<file path="config.mk">
export PLATFORM = sky130hd
export DESIGN_NAME = demux_n_reg_flat
export DESIGN_NICKNAME = d
export VERILOG_FILES = /design/src/rtl/demux_n_reg_if.sv /design/src/rtl/demux_n_reg.sv /design/src/flat_wrapper.sv
export SDC_FILE = /design/constraint.sdc
export NUM_CORES = 1
export LEC_CHECK = 0
export CAP_MARGIN = 20
export CORE_ASPECT_RATIO = 1.1
export CORE_UTILIZATION = 50
export DETAILED_ROUTE_END_ITERATION = 10
export DONT_BUFFER_PORTS = 1
export PLACE_DENSITY_LB_ADDON = 0.3
export SLEW_MARGIN = 20
export SYNTH_ARGS = -nofsm -noshare
export SYNTH_HDL_FRONTEND = slang
export SYNTH_SLANG_ARGS = --single-unit
</file>
<file path="constraint.sdc">
create_clock -name clk -period 5.5 [get_ports clk]
set_input_delay 1.375 -clock clk [delete_from_list [all_inputs] [get_ports clk]]
set_output_delay 1.375 -clock clk [all_outputs]
set_load 0.02 [all_outputs]
</file>
<file path="src/rtl/demux_n_reg_if.sv">
// Handshake bundle for demux_n_reg: one producer stream in, two consumer streams out.
interface demux_n_reg_if #(
    parameter int N = 32
);
    logic         in_valid;
    logic         in_ready;
    logic         in_sel;
    logic [N-1:0] in_data;
    logic         a_valid;
    logic         a_ready;
    logic [N-1:0] a_data;
    logic         b_valid;
    logic         b_ready;
    logic [N-1:0] b_data;

    modport master (
        output in_valid, in_sel, in_data, a_ready, b_ready,
        input  in_ready, a_valid, a_data, b_valid, b_data
    );

    modport slave (
        input  in_valid, in_sel, in_data, a_ready, b_ready,
        output in_ready, a_valid, a_data, b_valid, b_data
    );
endinterface

</file>
<file path="src/rtl/demux_n_reg.sv">
// Registered 1-to-2 word demultiplexer with a one-entry holding slot per output port,
// so back-pressure on one port never stalls traffic steered to the other.
module demux_n_reg #(
    parameter int N = 32
) (
    input  logic          clk,
    input  logic          rst,
    demux_n_reg_if.slave  bus
);
    typedef enum logic {
        S_EMPTY = 1'b0,
        S_FULL  = 1'b1
    } slot_state_t;

    slot_state_t  r_a_state;
    slot_state_t  r_b_state;
    logic [N-1:0] r_a_data;
    logic [N-1:0] r_b_data;

    logic w_in_ready;
    logic w_in_xfer;
    logic w_a_load;
    logic w_b_load;

    // Ready for the addressed slot: empty, or draining this very cycle.
    always_comb begin
        w_in_ready = 1'b1;
        if (bus.in_sel == 1'b1) begin
            w_in_ready = (r_a_state == S_EMPTY) | bus.a_ready;
        end else begin
            w_in_ready = (r_b_state == S_EMPTY) | bus.b_ready;
        end
    end

    assign w_in_xfer = bus.in_valid & w_in_ready;
    assign w_a_load  = w_in_xfer & bus.in_sel;
    assign w_b_load  = w_in_xfer & ~bus.in_sel;

    // Slot A: load on steered input (including refill while draining), empty on drain.
    always_ff @(posedge clk or posedge rst) begin
        if (rst) begin
            r_a_state <= S_EMPTY;
            r_a_data  <= {N{1'b0}};
        end else begin
            case (r_a_state)
                S_EMPTY: begin
                    if (w_a_load) begin
                        r_a_state <= S_FULL;
                        r_a_data  <= bus.in_data;
                    end
                end
                S_FULL: begin
                    if (w_a_load) begin
                        r_a_data  <= bus.in_data;
                    end else if (bus.a_ready) begin
                        r_a_state <= S_EMPTY;
                    end
                end
                default: begin
                    r_a_state <= S_EMPTY;
                end
            endcase
        end
    end

    // Slot B: mirror of slot A for sel = 0.
    always_ff @(posedge clk or posedge rst) begin
        if (rst) begin
            r_b_state <= S_EMPTY;
            r_b_data  <= {N{1'b0}};
        end else begin
            case (r_b_state)
                S_EMPTY: begin
                    if (w_b_load) begin
                        r_b_state <= S_FULL;
                        r_b_data  <= bus.in_data;
                    end
                end
                S_FULL: begin
                    if (w_b_load) begin
                        r_b_data  <= bus.in_data;
                    end else if (bus.b_ready) begin
                        r_b_state <= S_EMPTY;
                    end
                end
                default: begin
                    r_b_state <= S_EMPTY;
                end
            endcase
        end
    end

    assign bus.in_ready = w_in_ready;
    assign bus.a_valid  = (r_a_state == S_FULL);
    assign bus.a_data   = r_a_data;
    assign bus.b_valid  = (r_b_state == S_FULL);
    assign bus.b_data   = r_b_data;
endmodule
</file>
<file path="src/flat_wrapper.sv">
// flat-port wrapper written by rule: the top's interface ports become plain ports
module demux_n_reg_flat 
#(
    parameter int N = 32
)
  (clk, rst, bus_in_valid, bus_in_sel, bus_in_data, bus_a_ready, bus_b_ready, bus_in_ready, bus_a_valid, bus_a_data, bus_b_valid, bus_b_data);
  demux_n_reg_if #(.N(N)) bus_i ();
  input  logic clk;
  input  logic rst;
  input wire logic [$bits(bus_i.in_valid)-1:0] bus_in_valid;
  input wire logic [$bits(bus_i.in_sel)-1:0] bus_in_sel;
  input wire logic [$bits(bus_i.in_data)-1:0] bus_in_data;
  input wire logic [$bits(bus_i.a_ready)-1:0] bus_a_ready;
  input wire logic [$bits(bus_i.b_ready)-1:0] bus_b_ready;
  output wire logic [$bits(bus_i.in_ready)-1:0] bus_in_ready;
  output wire logic [$bits(bus_i.a_valid)-1:0] bus_a_valid;
  output wire logic [$bits(bus_i.a_data)-1:0] bus_a_data;
  output wire logic [$bits(bus_i.b_valid)-1:0] bus_b_valid;
  output wire logic [$bits(bus_i.b_data)-1:0] bus_b_data;
  assign bus_i.in_valid = bus_in_valid;
  assign bus_i.in_sel = bus_in_sel;
  assign bus_i.in_data = bus_in_data;
  assign bus_i.a_ready = bus_a_ready;
  assign bus_i.b_ready = bus_b_ready;
  assign bus_in_ready = bus_i.in_ready;
  assign bus_a_valid = bus_i.a_valid;
  assign bus_a_data = bus_i.a_data;
  assign bus_b_valid = bus_i.b_valid;
  assign bus_b_data = bus_i.b_data;
  demux_n_reg #(.N(N)) u_core (.clk(clk), .rst(rst), .bus(bus_i));
endmodule
</file>
## Yosys cells after proc, flatten, opt, wreduce, memory -nomap -nowiden

Cells that the tools add are included.

- Output and inout port bits: 67
- Bits in read-only memories: 0
- Bits in latches: 0
- Logic and storage cells: 23
- Flip-flop bits (word level): 66
- Memory bits (writable): 0
- Memories: 0
- Bits of input ports: 38

- Add/subtract/negate cells: 0
- Reductions and logical operators: 0
- Bitwise operators: 8
- Shifts and indexed selects: 0
- $mul: 0
- Eq/ne operators: 0
- Mux-type cells: 11
- Magnitude comparators: 0
- Divide/modulo/power cells: 0

Operators by type and width:

| cell | number |
|---|---|
| $mux W32 | 2 |
| $mux W1 | 7 |
| $pmux W1 S2 | 2 |
| $and A1 B1 Y1 | 3 |
| $not A1 Y1 | 3 |
| $or A1 B1 Y1 | 2 |

## Longest topological paths before layout

- Depth in word-level cells: 7
- Mapped depth: 4
- Mapped depth without buffers: 3

## Worst setup path before layout

No wires, ideal clock.

- Kind: input port to output port
- Start: input port bus_b_ready
- End: output port bus_in_ready
- Path slack: 2.233 ns
- Buffers on the path: 0
- Arrival time: 1.892 ns
- Stages: 3
- Required time: 4.125 ns
- Cell sequence: nand2b_2 -> nor2_1 -> a21oi_1

- Word-level cells in the longest chain between the ends: 2

Ends and longest elaborated chain:

| what | RTL line | text |
|---|---|---|
| start: declaration | flat_wrapper.sv:14 | `input wire logic [$bits(bus_i.b_ready)-1:0] bus_b_ready;` |
| $or A1 B1 Y1 | demux_n_reg.sv:31 | `w_in_ready = (r_b_state == S_EMPTY) \| bus.b_ready;` |
| $mux W1 | demux_n_reg.sv:28 | `if (bus.in_sel == 1'b1) begin` |
| end: declaration | flat_wrapper.sv:15 | `output wire logic [$bits(bus_i.in_ready)-1:0] bus_in_ready;` |

No other way between the ends.

## Worst setup path in the final report

Ends and elaborated chain as after synthesis.

==> impl_metrics.tcl <==
set metrics [dict create \
    status "complete, no violations" \
    h-tree-depth 3 \
    die_w_um 71.76 \
    layout_setup_ws_ns 2.168 \
    syn_area_um2 2676 \
    ir_drop_v 0.0002324 \
    synthTopCellsByArea "dfrtp_1 (62%), mux2_4 (17%), mux2_2 (14%)" \
    design_area_um2 2841 \
    synth_fp_nets 185 \
    maxSlewViolCount 0 \
    antenna_found_initial 0 \
    routedWlPerCell_um 21.72 \
    fill_cells 422 \
    yosysTopAreaCell "dfrtp_1" \
    cts_tree "built" \
    stdcell_count 216 \
    dpl.hpwl_mm 3.202 \
    grt_pass1_wl_mm 7.155 \
    drive_above_1_share 0.5506 \
    tns_ns 0 \
    endpoint_kind "output pin" \
    numCtsBuffers 9 \
    clockPowerShare 0.286 \
    max-clock-path-buffers 2 \
    seq_power_share 0.599 \
    worst_pin_slew_ns 0.7927 \
    globalplace.congestion 0.6529 \
    die_area_um2 5649 \
    cts.hold.buffers_added 0 \
    path_clk_slew_ns 0.07 \
    synth-edff-count 0 \
    p_comb_frac 0.115 \
    p_int_w 0.0008336 \
    regArea_um2 1652 \
    core_area_um2 5067 \
    initial_core_util 0.5281 \
    clk_latency_ns 0.33 \
    die_y_um 78.73 \
    wl_met2_mm 2.481 \
    synth_flop_cell "dfrtp_1" \
    grt_pass1_vias 1400 \
    place_area_um2 2663 \
    yosysSeqAreaShare 0.6171 \
    async_flop_share 1.000 \
    synth_top_area_frac 0.6171 \
    final_nets 191 \
    multiInputGateArea_um2 923.4 \
    routed.top_layer "met4" \
    timing.fmax_mhz 300.1 \
    period_minus_slack_ns 3.332 \
    leakage_nw 1.282 \
    vias_per_cell 5.810 \
    rsz0062_at_grt "false" \
    overflow 0 \
    cp.arrival_ns 1.96 \
    vias 1255 \
    maxCapViolCount 0 \
    worstSetupStartpointType "input pin" \
    n_antenna_cell 0 \
    post-route-period-util 0.6059 \
    drt-initial-drc-count 66 \
    place_ws_ns 2.159 \
    cts_num_sinks 66 \
    ctsResizeCount 0 \
    worstPathRequired_ns 4.12 \
    wl_met1_mm 1.706 \
    grt_max_degree 67 \
    drc 0 \
    cts_root_buffer "clkbuf_8" \
    port_buffers 0 \
    synthCells 147 \
    cp_max_fo 3 \
    min_path_type "reg2reg" \
    finalHoldViolations 0 \
    io_pins 105 \
    grt.total_usage 0.1709 \
    synth_warnings 0 \
    power.density_nw_per_um2 438.6 \
    p_sw_w 0.0004127 \
    p_sw_frac 0.3311 \
    setup_viol 0 \
    ant_nets 0 \
    rows 27 \
    synth-seq-cells 66 \
    dpl.cell_count 200 \
    firstDrtPassIters 3 \
    ys_types 15 \
    routed_wl_mm 4.691 \
    met3_length_um 439 \
    syn2layout_area_growth_pct 6.171 \
    crit_type "in2out" \
    cts_setup_buffers 0 \
    syn_area_per_cell_um2 18.21 \
    utilization 0.5607 \
    relSlewSlack 0.4715 \
    skew_ns 0.01022 \
]
metal layers:
metal,GRT usage,up-vias
li1,-,524
met1,0.1916,657
met2,0.2858,66
met3,0.06218,8
met4,0.08627,0
met5,0,-
logic make-up after synthesis:
logic type,share of synthesized area
compound gates,0.003736
mux,0.3114
simple gates,0.02992
buf+inv,0.03787
flops,0.6171
through the flow:
stage / power, W / hold WS, ns
after floorplan: 0.0008690 / 0.6352
after global placement: 0.0008896 / 0.6501
after detailed placement: 0.0009017 / 0.6500
after CTS: 0.001261 / 0.6682
after global routing: 0.001299 / 0.6735
final: 0.001246 / 0.6648
flip-flops by register name (all words and copies together), names as in the netlist:
| signal | flops |
|---|---|
| u_core.bus.a_valid | 1 |
| u_core.bus.a_data | 32 |
| u_core.bus.b_data | 32 |
| u_core.bus.b_valid | 1 |
synthesized netlist by cell type, types with 2 or more instances:
master   number
mux2_2       34
buf_6         3
mux2_4       30
dfrtp_1      66
inv_1         2
buf_12        3
power by group through the flow:
stage	registers [W]	logic [W]	clock network [W]
2_1_floorplan	0.000733	0.000136	0
3_3_place_gp	0.000753	0.000137	0
5_1_grt	0.000756	0.000155	0.000388
4_1_cts	0.000749	0.000146	0.000367
6_report	0.000747	0.000143	0.000357
3_5_place_dp	0.000756	0.000146	0
worst paths after layout:
path	from	endpoint	slack, ns	cells after the start
setup reg to reg	u_core.bus.a_valid$_DFF_PP0_	u_core.bus.a_data[13]$_DFFE_PP0P_	3.71	3
min in group asynchronous	rst	u_core.bus.b_data[17]$_DFFE_PP0P_	1.16	2
hold reg to reg	u_core.bus.b_data[0]$_DFFE_PP0P_	u_core.bus.b_data[0]$_DFFE_PP0P_	0.66	1
hold / removal	u_core.bus.b_data[0]$_DFFE_PP0P_	u_core.bus.b_data[0]$_DFFE_PP0P_	0.66	1
setup / recovery	bus_b_ready	bus_in_ready	2.17	3
max in group asynchronous	rst	u_core.bus.a_data[25]$_DFFE_PP0P_	3.82	2
critical path, cell delays in order:
cell	delay [ns]
nand2b_2	0.14
nor2_1	0.06
a21oi_1	0.38
placed cells by master, fill, tap and decap left out, drive strengths merged, types with 2 or more instances in the layout:
cell type	count
dfrtp	66
nor2	2
mux2	64
clkbuf	9
clkinv	4
inv	3
clkinvlp	2
area by class of cell:
| class | count | share of cell area |
|---|---|---|
| sequential | 66 | 0.5812 |
| timing repair buffer | 1 | 0.002642 |
| clock inverter | 7 | 0.01937 |
| multi-input combinational | 73 | 0.3250 |
| tap | 58 | 0.02554 |
| inverter | 2 | 0.002642 |
| clock buffer | 9 | 0.04359 |
Note: power is estimated with default switching activity, not from simulation.
